<file path="src/rtl/alu_seq.sv">
// Registered single-cycle ALU plus an iterative unsigned multiply/divide unit
// (shift-add MUL, restoring DIV, one bit per clock) behind a Start/Busy/Done handshake.
module alu_seq #(
   parameter  int N  = 32,
   localparam int CW = $clog2(N) + 1
) (
   input  logic         clk,
   input  logic         reset_n,
   input  logic         Start,
   input  logic [N-1:0] A,
   input  logic [N-1:0] B,
   input  logic [3:0]   F,
   output logic [N-1:0] Y,
   output logic         Ovf,
   output logic         Zero,
   output logic         DivZero,
   output logic         Busy,
   output logic         Done
);

   typedef enum logic [1:0] {S_IDLE, S_MUL, S_DIV} state_t;

   state_t         r_state, w_state_nxt;
   logic [N-1:0]   r_acc, r_q, r_div, r_y;
   logic [N-1:0]   w_acc_nxt, w_q_nxt, w_div_nxt, w_y_nxt;
   logic [1:0]     r_f, w_f_nxt;
   logic [CW-1:0]  r_cnt, w_cnt_nxt;
   logic           r_ovf, r_dz, r_done;
   logic           w_ovf_nxt, w_dz_nxt, w_done_nxt;

   // Single-cycle path
   logic [N-1:0]   w_bout, w_sum, w_alu;
   logic           w_v;

   assign w_bout = F[2] ? ~B : B;
   assign w_sum  = A + w_bout + {{(N-1){1'b0}}, F[2]};
   assign w_v    = (A[N-1] == w_bout[N-1]) & (w_sum[N-1] != A[N-1]);

   always_comb begin
      w_alu = '0;
      case (F[1:0])
         2'b00: w_alu = A & w_bout;
         2'b01: w_alu = A | w_bout;
         2'b10: w_alu = w_sum;
         2'b11: w_alu = {{(N-1){1'b0}}, w_sum[N-1] ^ w_v};
         default: w_alu = '0;
      endcase
   end

   // One iteration step; low half / quotient lives in r_q, high half / remainder in r_acc
   logic [N:0]     w_madd, w_shift, w_diff;
   logic           w_ge, w_last;
   logic [N-1:0]   w_it_acc, w_it_q;

   assign w_madd  = {1'b0, r_acc} + (r_q[0] ? {1'b0, r_div} : '0);
   assign w_shift = {r_acc, r_q[N-1]};
   assign w_ge    = (w_shift >= {1'b0, r_div});
   assign w_diff  = w_shift - {1'b0, r_div};
   assign w_last  = (r_cnt == CW'(N-1));

   always_comb begin
      if (r_state == S_DIV) begin
         w_it_acc = w_ge ? w_diff[N-1:0] : w_shift[N-1:0];
         w_it_q   = {r_q[N-2:0], w_ge};
      end else begin
         w_it_acc = w_madd[N:1];
         w_it_q   = {w_madd[0], r_q[N-1:1]};
      end
   end

   always_comb begin
      w_state_nxt = r_state;
      w_acc_nxt   = r_acc;
      w_q_nxt     = r_q;
      w_div_nxt   = r_div;
      w_f_nxt     = r_f;
      w_cnt_nxt   = r_cnt;
      w_y_nxt     = r_y;
      w_ovf_nxt   = r_ovf;
      w_dz_nxt    = r_dz;
      w_done_nxt  = 1'b0;
      case (r_state)
         S_IDLE: begin
            if (Start) begin
               if (!F[3]) begin
                  w_y_nxt    = w_alu;
                  w_ovf_nxt  = (F[1:0] == 2'b10) & w_v;
                  w_dz_nxt   = 1'b0;
                  w_done_nxt = 1'b1;
               end else if (F[1] && (B == '0)) begin
                  w_y_nxt    = F[0] ? A : '1;
                  w_ovf_nxt  = 1'b0;
                  w_dz_nxt   = 1'b1;
                  w_done_nxt = 1'b1;
               end else begin
                  w_acc_nxt   = '0;
                  w_q_nxt     = A;
                  w_div_nxt   = B;
                  w_f_nxt     = F[1:0];
                  w_cnt_nxt   = '0;
                  w_state_nxt = F[1] ? S_DIV : S_MUL;
               end
            end
         end
         S_MUL, S_DIV: begin
            w_acc_nxt = w_it_acc;
            w_q_nxt   = w_it_q;
            w_cnt_nxt = r_cnt + 1'b1;
            if (w_last) begin
               w_state_nxt = S_IDLE;
               w_y_nxt     = r_f[0] ? w_it_acc : w_it_q;
               w_ovf_nxt   = (r_state == S_MUL) && (r_f == 2'b00) && (|w_it_acc);
               w_dz_nxt    = 1'b0;
               w_done_nxt  = 1'b1;
            end
         end
         default: w_state_nxt = S_IDLE;
      endcase
   end

   always_ff @(posedge clk or negedge reset_n) begin
      if (!reset_n) begin
         r_state <= S_IDLE;
         r_acc   <= '0;
         r_q     <= '0;
         r_div   <= '0;
         r_f     <= '0;
         r_cnt   <= '0;
         r_y     <= '0;
         r_ovf   <= 1'b0;
         r_dz    <= 1'b0;
         r_done  <= 1'b0;
      end else begin
         r_state <= w_state_nxt;
         r_acc   <= w_acc_nxt;
         r_q     <= w_q_nxt;
         r_div   <= w_div_nxt;
         r_f     <= w_f_nxt;
         r_cnt   <= w_cnt_nxt;
         r_y     <= w_y_nxt;
         r_ovf   <= w_ovf_nxt;
         r_dz    <= w_dz_nxt;
         r_done  <= w_done_nxt;
      end
   end

   assign Y       = r_y;
   assign Ovf     = r_ovf;
   assign DivZero = r_dz;
   assign Done    = r_done;
   assign Busy    = (r_state != S_IDLE);
   assign Zero    = (r_y == '0);

endmodule

</file>
<file path="config.mk">
export PLATFORM = sky130hd
export DESIGN_NAME = alu_seq
export DESIGN_NICKNAME = d
export VERILOG_FILES = /design/src/rtl/alu_seq.sv
export SDC_FILE = /design/constraint.sdc
export NUM_CORES = 1
export LEC_CHECK = 0
export ABC_AREA = 1
export CORE_UTILIZATION = 39
export DETAILED_ROUTE_END_ITERATION = 8
export SLEW_MARGIN = 20
export SYNTH_ARGS = -nofsm -noshare
export SYNTH_HDL_FRONTEND = slang
export SYNTH_SLANG_ARGS = --single-unit
</file>
<file path="constraint.sdc">
create_clock -name clk -period 5.3 [get_ports clk]
set_input_delay 1.06 -clock clk [delete_from_list [all_inputs] [get_ports clk]]
set_output_delay 1.06 -clock clk [all_outputs]
set_load 0.02 [all_outputs]
</file>
==> flow_metrics.tcl, run 1 <==
set metrics [dict create \
    hp-class "flip-flop to flip-flop" \
    syn_inst 2613 \
    pwr-share-seq_pct 19.6 \
    setup_tns_ns 0 \
    cts_hold_buf 0 \
    ys_types 65 \
    crit_slowest_cell "xnor2_1" \
    drt_iter0_markers 1596 \
    regArea_mm2 0.00353 \
    power.density_mw_per_mm2 566 \
    fin_skew_ns 0.00759 \
    ios 108 \
    power_leakage_nw 9.31 \
    ant_nets 0 \
    multi_input_area_mm2 0.0104 \
    status "finished clean" \
    grt_pass1_vias 16872 \
    startpoint_type "primary input" \
    start_util_pct 39.8 \
    met1_usage_pct 44.2 \
    grt_pass1_wl_um 99200 \
    cp_max_fo 20 \
    hold_violations 0 \
    layout_min_cycle_time_ns 4.17 \
    drv_cap 0 \
    worstMarginPinSlew_ns 1.14 \
    vias 17575 \
    cts_tree "built" \
    layout-drive-gt1-share_pct 4.08 \
    synthFlopType "dfrtp_1" \
    netlist_area_mm2 0.0159 \
    wl_per_cell_um 20.2 \
    rsz0062_at_grt "no" \
    globalplace.congestion 0.964 \
    met2_usage_pct 50.5 \
    fp.dieH_um 204 \
    root_buffer "clkbuf_16" \
    placed_area_mm2 0.0175 \
    fin_nets 2887 \
    crit_type "primary input to flip-flop" \
    clk_latency_ns 0.45 \
    area_delta_synth_final_pct 13.9 \
    grt-busiest-layer "met2" \
    diodes 0 \
    final_area_mm2 0.0181 \
    hpwl_um 52000 \
    fmax_mhz 240 \
    syn-num-nets 2820 \
    drcViolationCount 0 \
    period_share_pct 78.7 \
    max_slew_margin_pct 23.8 \
    setup_viol 0 \
    dr.pass1.iters 5 \
    crit_arrival_ns 4.56 \
    p_int_w 0.00453 \
    comb_power_share_pct 67.8 \
    async_flop_share_pct 100 \
    crit_family "compound AO/OA/AOI/OAI gates" \
    synth_warnings 0 \
    end_kind "flip-flop" \
    cts_resized 0 \
    power_switching_w 0.00573 \
    portBuffers 107 \
    clkTransAtPathRegs_ns 0.06 \
    die_area_mm2 0.0416 \
    final_max_slew_viol_count 0 \
    synth-edff-count 0 \
    grt_use_met3_pct 3.11 \
    crit_top_cell "nand2_1" \
    slowest_delay_ns 0.47 \
    ys_ff_latch 141 \
    overflow 0 \
    path_cells "buf_2, buf_12, xnor2_1, ha_1, a21oi_1, o21ai_0, a21oi_1, inv_1, a221oi_1, nand2_1, o21ai_0, nand2_1, nand2_1, nand2_1, nand3_1, o21ai_0, inv_1" \
    numCtsBuffers 17 \
    synth_area_per_cell_um2 6.09 \
    clock_power_share_pct 12.6 \
    antenna_found_initial 0 \
    ctsHtreeMaxLevel 4 \
    critPathBufInv 4 \
    row_count 73 \
    grt_use_total_pct 31.5 \
    die_x_um 204 \
    vias_per_cell 5.46 \
    wl_um 64900 \
    cts.path.max_buffers 2 \
    worstPathRequired_ns 5.69 \
    grt_max_degree 72 \
    ir_worst_vdd_mv 0.333 \
    yosysSeqAreaShare_pct 22.2 \
    fillers 4291 \
    core_area_mm2 0.0400 \
    post_cts_buffers 0 \
    swShare_pct 55.9 \
    clkSinkCount 141 \
]
per-stage QoR:
stage	hold slack [ns]	cells	util, %	setup slack, ns	total power (W)
after floorplan	0.443	2613	-	1.56	0.00656
final	0.512	3218	45.3	1.13	0.0103
after global routing	0.520	3218	45.3	0.896	0.0111
after detailed placement	0.482	3186	43.8	0.708	0.00884
after CTS	0.501	3218	45.3	1.15	0.0102
after global placement	0.486	3186	43.8	0.757	0.00878
cells in the mapped netlist (18+ instances only):
master	instances	share of area (%)
nor4_1	23	0.90
inv_1	440	10
nand2_1	728	17
o21ai_0	207	6.5
o21ai_1	18	0.57
a21oi_1	175	5.5
o22ai_1	20	0.79
clkbuf_1	64	1.5
nand4_1	23	0.90
nor3_1	19	0.60
ha_1	133	10
xnor2_1	38	2.1
dfrtp_1	141	22
or2_2	18	0.71
nand3_1	142	4.5
nor2_1	217	5.1
o211ai_1	47	2.2
state kept, by name (all words and copies together), names as in the netlist:
signal,cells
DivZero,1
r_f,2
r_acc,32
Y,32
Ovf,1
r_state,2
r_cnt,6
Done,1
r_div,32
r_q,32
cell usage in the layout, fill, tap and decap left out, drive strengths merged, types with 9 or more instances in the layout:
cell type | netlist | layout
nand3b | 12 | 12
nor2 | 227 | 227
xnor2 | 38 | 38
o21ai | 226 | 226
ha | 133 | 133
nand2 | 737 | 737
nand4 | 23 | 23
o211ai | 47 | 47
dfrtp | 141 | 141
o22ai | 20 | 20
nor3 | 20 | 20
o21a | 12 | 12
clkbuf | 64 | 18
nor4 | 23 | 23
inv | 445 | 451
nand3 | 144 | 144
a21o | 9 | 9
clkdlybuf4s50 | 0 | 105
xor2 | 9 | 9
a21oi | 177 | 177
or2 | 21 | 21
buf | 19 | 26
worst paths after layout:
| path | startpoint | to | slack (ns) | cells after the start |
|---|---|---|---|---|
| max in group asynchronous | reset_n | r_acc[13] | 3.62 | 2 |
| worst max-delay path | F[2] | Y[0] | 1.13 | 17 |
| worst max register to register | r_q[0] | Ovf | 1.53 | 17 |
| worst min register to register | r_f[1] | r_f[1] | 0.51 | 2 |
| min in group asynchronous | reset_n | Y[8] | 0.64 | 1 |
| worst min-delay path | r_f[1] | r_f[1] | 0.51 | 2 |
final cells by class:
type,instances,share of cell area [%]
Inverter,447,9.25
Sequential cell,141,19.5
Timing Repair Buffer,131,7.02
Multi-Input combinational cell,1942,57.2
Clock inverter,14,1.00
Clock buffer,18,2.42
Tap cell,525,3.62
power by group through the flow:
stage | registers (W) | logic, W | clock network [W]
6_report | 0.00201 | 0.00696 | 0.00130
5_1_grt | 0.00205 | 0.00773 | 0.00135
4_1_cts | 0.00199 | 0.00688 | 0.00131
3_5_place_dp | 0.00200 | 0.00684 | 0
3_3_place_gp | 0.00200 | 0.00678 | 0
2_1_floorplan | 0.00197 | 0.00458 | 0
worst register-to-register path: cells and delay by family (launching register included):
family / cells / cell delay [ns]
compound gates: 4 / 0.74
buf+inv: 2 / 0.44
flops: 1 / 0.76
simple gates: 10 / 1.41
fa+ha+maj: 1 / 0.28
cells by family after synthesis:
kind of cell               after synthesis  synth area share (%)
adders and majority gates              136                  10.8
DFF                                    141                  22.2
buffers and inverters                  530                  12.8
muxes                                    1                0.0629
xor gates and xnor gates                47                  2.59
and+or+nand+nor                       1213                  32.0
AOI/OAI and AO/OA                      545                  19.6
layer usage:
| metal | vias to the layer above | share of wire [%] |
|---|---|---|
| met2 | 601 | 45 |
| met1 | 8290 | 47 |
| li1 | 8597 | - |
| met4 | 0 | 2.8 |
| met5 | - | 0 |
| met3 | 87 | 5.7 |
Power figures use the tool's default switching activity.
==> run 2: changes to the inputs <==
==> constraint.sdc (replaced) <==
create_clock -name clk -period 3.4 [get_ports clk]
set_input_delay 0.68 -clock clk [delete_from_list [all_inputs] [get_ports clk]]
set_output_delay 0.68 -clock clk [all_outputs]
set_load 0.02 [all_outputs]
==> flow_metrics.tcl, run 2 (synthesis gave the netlist of run 1 again) <==
set metrics [dict create \
    power.density_mw_per_mm2 855 \
    hp-class "primary input to asynchronous set/reset pin" \
    ant_nets 0 \
    slowest_delay_ns 0.43 \
    placedCellCount 3444 \
    antenna_found_initial 0 \
    cts.path.max_buffers 2 \
    crit_arrival_ns 3.62 \
    period_share_pct 96.5 \
    crit_type "flip-flop to flip-flop" \
    ios 108 \
    final_cell_mix "726 x nand2_1, 439 x inv_1, 273 x buf_4" \
    worstPathRequired_ns 3.74 \
    die_area_mm2 0.0416 \
    startpoint_type "flip-flop" \
    core_area_mm2 0.0400 \
    power_leakage_nw 10.6 \
    layout_commonest_cell "nand2_1" \
    worstMarginPinSlew_ns 0.915 \
    area_delta_synth_final_pct 27.3 \
    wl_per_cell_um 19.5 \
    max_slew_margin_pct 38.8 \
    diodes 0 \
    dr.pass1.iters 6 \
    fp.dieH_um 204 \
    grt_use_total_pct 32.6 \
    row_count 73 \
    cp_max_fo 5 \
    path_cells "ha_1, nand2_1, inv_1, nand2_1, nand2_1, a21oi_1, nand2_2, nor2_8, nand2_8, inv_1, nand2_1, nand3_1, nand2_1, nor2_1, nand3_1, nor2_1, nand2_1, nand2_1, a21oi_1" \
    layout_min_cycle_time_ns 3.28 \
    grt_pass1_wl_um 103000 \
    end_kind "flip-flop" \
    ctsHtreeMaxLevel 4 \
    fin_nets 3147 \
    root_buffer "clkbuf_16" \
    fmax_mhz 305 \
    grt_max_degree 84 \
    setup_viol 0 \
    drt_iter0_markers 1416 \
    crit_top_cell "nand2_1" \
    setup_ws_ns 0.118 \
    overflow 0 \
    setup_tns_ns 0 \
    numCtsBuffers 17 \
    vias 18665 \
    layout-drive-gt1-share_pct 13.3 \
    wl_um 67700 \
    post-place-ws_ns -0.373 \
    hold_violations 0 \
    crit_slowest_cell "dfrtp_1" \
    start_util_pct 39.8 \
    portBuffers 107 \
    clk_latency_ns 0.46 \
    grt_pass1_vias 18082 \
    final_max_slew_viol_count 0 \
    drv_cap 0 \
    hpwl_um 55000 \
    vias_per_cell 5.37 \
    fin_skew_ns 0.0110 \
    drcViolationCount 0 \
    clkSinkCount 141 \
    ir_worst_vdd_mv 0.410 \
    globalplace.congestion 1.02 \
    die_x_um 204 \
    final_cell_count_no_fill 3478 \
    cts_tree "built" \
    clkTransAtPathRegs_ns 0.07 \
    finalPower_w 0.0173 \
    rsz0062_at_grt "yes" \
    status "finished clean" \
]
-- run 2: power by group --
| group | switching, W | internal (W) | leakage, nW |
|---|---|---|---|
| combinational | 0.00779 | 0.00447 | 8.58 |
| clock | 0.000916 | 0.00105 | 0.293 |
| sequential | 0.000655 | 0.00243 | 1.75 |
| total | 0.00936 | 0.00795 | 10.6 |
-- run 2: final timing paths --
kind	end	cells past startpoint	startpoint	slack, ns
setup / recovery	Ovf	19	r_acc[26]	0.12
hold / removal	r_q[4]	1	reset_n	0.25
min in group clk	r_f[1]	2	r_f[1]	0.50
setup reg to reg	Ovf	19	r_acc[26]	0.12
hold reg to reg	r_f[1]	2	r_f[1]	0.50
max in group asynchronous	Y[5]	2	reset_n	2.25
-- run 2: layout make-up --
class | instances | area (µm²)
well taps | 525 | 657
fillers | 4165 | 19800
inverters | 447 | 1680
multi-input cells | 1942 | 10500
flip-flops and latches | 141 | 3530
clock buffers | 17 | 425
repair buffers | 391 | 3340
clock inverters | 15 | 174
-- run 2: critical path, delay by kind of cell, from the launching register on --
family	cells	cell delay, ns
buffers and inverters	2	0.39
and+or+nand+nor	14	1.61
DFF	1	0.43
adders and majority gates	1	0.41
AOI/OAI and AO/OA	2	0.31
-- run 2: timing repair --
item                       in CTS  in global routing
setup endpoints to repair       0                 10
buffers inserted                0                  2
resized for setup               0                 32
hold buffers                    0                  0
-- run 2: per-stage QoR --
stage	hold slack [ns]	instance area [µm²]	utilization, %
2_1_floorplan	0.384	15900	-
3_3_place_gp	0.460	19600	48.9
3_5_place_dp	0.477	19600	48.9
4_1_cts	0.298	20200	50.4
5_1_grt	0.325	20300	50.6
6_report	0.253	20300	50.6
-- run 2: routing by layer --
layer  up-vias  GRT usage [%]  routed length (µm)
met4         0           10.0                1800
met5         -              0                   0
met2       729           54.5               31200
met1      8736           44.4               30500
met3        98           2.87                4230
li1       9102              -                   -
==> run 3: changes to the inputs <==
--- a/config.mk
+++ b/config.mk
@@ -6,8 +6,11 @@
 export NUM_CORES = 1
 export LEC_CHECK = 0
 export ABC_AREA = 1
+export CELL_PAD_IN_SITES_DETAIL_PLACEMENT = 1
+export CELL_PAD_IN_SITES_GLOBAL_PLACEMENT = 1
 export CORE_UTILIZATION = 39
 export DETAILED_ROUTE_END_ITERATION = 8
+export PLACE_DENSITY_LB_ADDON = 0.1
 export SLEW_MARGIN = 20
 export SYNTH_ARGS = -nofsm -noshare
 export SYNTH_HDL_FRONTEND = slang
==> flow_metrics.tcl, run 3 (synthesis gave the netlist of run 1 again) <==
set metrics [dict create \
    power_leakage_nw 11.0 \
    crit_slowest_cell "clkdlybuf4s50_1" \
    fp.dieH_um 204 \
    drv_cap 0 \
    slowest_delay_ns 0.48 \
    core_area_mm2 0.0400 \
    final_cell_mix "720 x nand2_1, 440 x inv_1, 366 x buf_4" \
    crit_arrival_ns 3.69 \
    antenna_found_initial 0 \
    multi_input_area_mm2 0.0106 \
    layout_min_cycle_time_ns 3.31 \
    finalPower_w 0.0183 \
    vias 19619 \
    drcViolationCount 0 \
    reg2reg_to "Ovf" \
    cts.path.max_buffers 2 \
    hpwl_um 63400 \
    grt_use_met3_pct 3.38 \
    portBuffers 107 \
    met1_usage_pct 48.2 \
    clkTransAtPathRegs_ns 0.06 \
    root_buffer "clkbuf_16" \
    fin_nets 3236 \
    layout_commonest_cell "nand2_1" \
    critPathBufInv 5 \
    layout-drive-gt1-share_pct 16.8 \
    worstPathRequired_ns 3.78 \
    grt_max_degree 72 \
    worstMarginPinSlew_ns 1.01 \
    crit_type "primary input to flip-flop" \
    post-route-util_pct 52.4 \
    fin_skew_ns 0.0146 \
    globalplace.congestion 0.988 \
    ant_nets 0 \
    fillers 5481 \
    cts_hold_buf 0 \
    ir_worst_vdd_mv 0.435 \
    start_util_pct 39.8 \
    timing.rr.start "r_q[31]" \
    period_share_pct 97.3 \
    crit_top_cell "nand2_1" \
    dr.pass1.iters 6 \
    max_slew_margin_pct 32.4 \
    met2_usage_pct 63.8 \
    rr_worst_depth 21 \
    die_area_mm2 0.0416 \
    row_count 73 \
    area_delta_synth_final_pct 31.7 \
    grt_use_total_pct 36.9 \
    die_x_um 204 \
    fmax_mhz 302 \
    vias_per_cell 5.50 \
    post_cts_buffers 0 \
    crit_family "compound AO/OA/AOI/OAI gates" \
    hold_ws_ns 0.264 \
    final_max_slew_viol_count 0 \
    numCtsBuffers 17 \
    cp_max_fo 3 \
    end_kind "flip-flop" \
    overflow 0 \
    path_cells "clkdlybuf4s50_1, xnor2_2, ha_1, a21oi_2, o21ai_0, a21oi_1, inv_1, a221oi_2, buf_4, nand2_1, o21ai_1, buf_4, nand2_1, nand2_1, nand2_1, nand3_1, o21ai_0, inv_1" \
    grt_pass1_vias 20245 \
    hold_violations 0 \
    wl_um 76300 \
    grt_pass1_wl_um 117000 \
    clkSinkCount 141 \
    rsz0062_at_grt "yes" \
    hp-class "primary input to asynchronous set/reset pin" \
    wl_per_cell_um 21.4 \
    regToRegSetupSlack_ns 0.10 \
    status "finished clean" \
    grt-busiest-layer "met2" \
    drt_iter0_markers 1254 \
    regArea_mm2 0.00353 \
    ctsHtreeMaxLevel 4 \
    clk_latency_ns 0.45 \
    power.density_mw_per_mm2 871 \
    ios 108 \
    cts_tree "built" \
    diodes 0 \
    setup_viol 0 \
    startpoint_type "primary input" \
]
-- run 3: cell count changes in the layout (fill, tap and decap cells not counted), moves of 4 or more --
| cell | change |
|---|---|
| a21oi_1 | -9 |
| a21oi_2 | +9 |
| buf_12 | -4 |
| buf_4 | +93 |
| clkinvlp_4 | +5 |
| inv_8 | -6 |
| nand2_1 | -6 |
| nand2_2 | +6 |
| nor2_1 | -6 |
| nor2_2 | +7 |
| xnor2_1 | -4 |
| xnor2_2 | +4 |
-- run 3: report_power, final --
group / total (W) / leakage (nW) / internal (W) / switching, W
clock network: 0.00182 / 0.258 / 0.00102 / 0.000794
registers: 0.00312 / 1.75 / 0.00243 / 0.000692
logic: 0.0133 / 9.02 / 0.00488 / 0.00844
-- run 3: layer usage --
layer | share of wire [%] | vias to the layer above
li1 | - | 9260
met1 | 44 | 9674
met2 | 48 | 568
met3 | 4.9 | 117
met4 | 2.8 | 0
met5 | 0 | -
-- run 3: worst max-delay path by stage --
stage | startpoint | to | depth (start not counted)
floorplan | F[2] | Y[24] | 15
global placement | B[22] | Y[0] | 18
detailed placement | B[22] | Y[0] | 18
CTS | r_q[0] | Ovf | 23
global route | r_q[0] | Ovf | 22
finish | B[22] | Y[0] | 18
-- run 3: stage by stage --
stage | std cells | TNS [ns] | worst slack (ns) | area, µm²
after floorplan | 2613 | 0 | 0.0364 | 15900
after global placement | 3535 | -9.86 | -0.675 | 20200
after detailed placement | 3535 | -10.49 | -0.617 | 20200
after CTS | 3567 | 0 | 0.00308 | 20800
after global routing | 3567 | -0.108 | -0.0927 | 21000
final | 3567 | 0 | 0.0933 | 21000
-- run 3: final cells by class --
cell class	count	area share [%]
flip-flops and latches	141	16.8
repair buffers	480	18.9
well taps	525	3.13
clock inverters	13	0.555
multi-input cells	1942	50.5
inverters	447	8.00
clock buffers	19	2.11
-- run 3: worst reg2reg max path: cells and delay by family (launching register included) --
family / cells / cell delay (ns)
compound gates: 2 / 0.17
simple gates: 15 / 1.91
buf+inv: 2 / 0.25
flops: 1 / 0.42
fa+ha+maj: 2 / 0.45
-- run 3: timing repair --
item / CTS / global route
setup endpoints to repair: 4 / 15
resized for setup: 10 / 54
pin swaps: 0 / 2
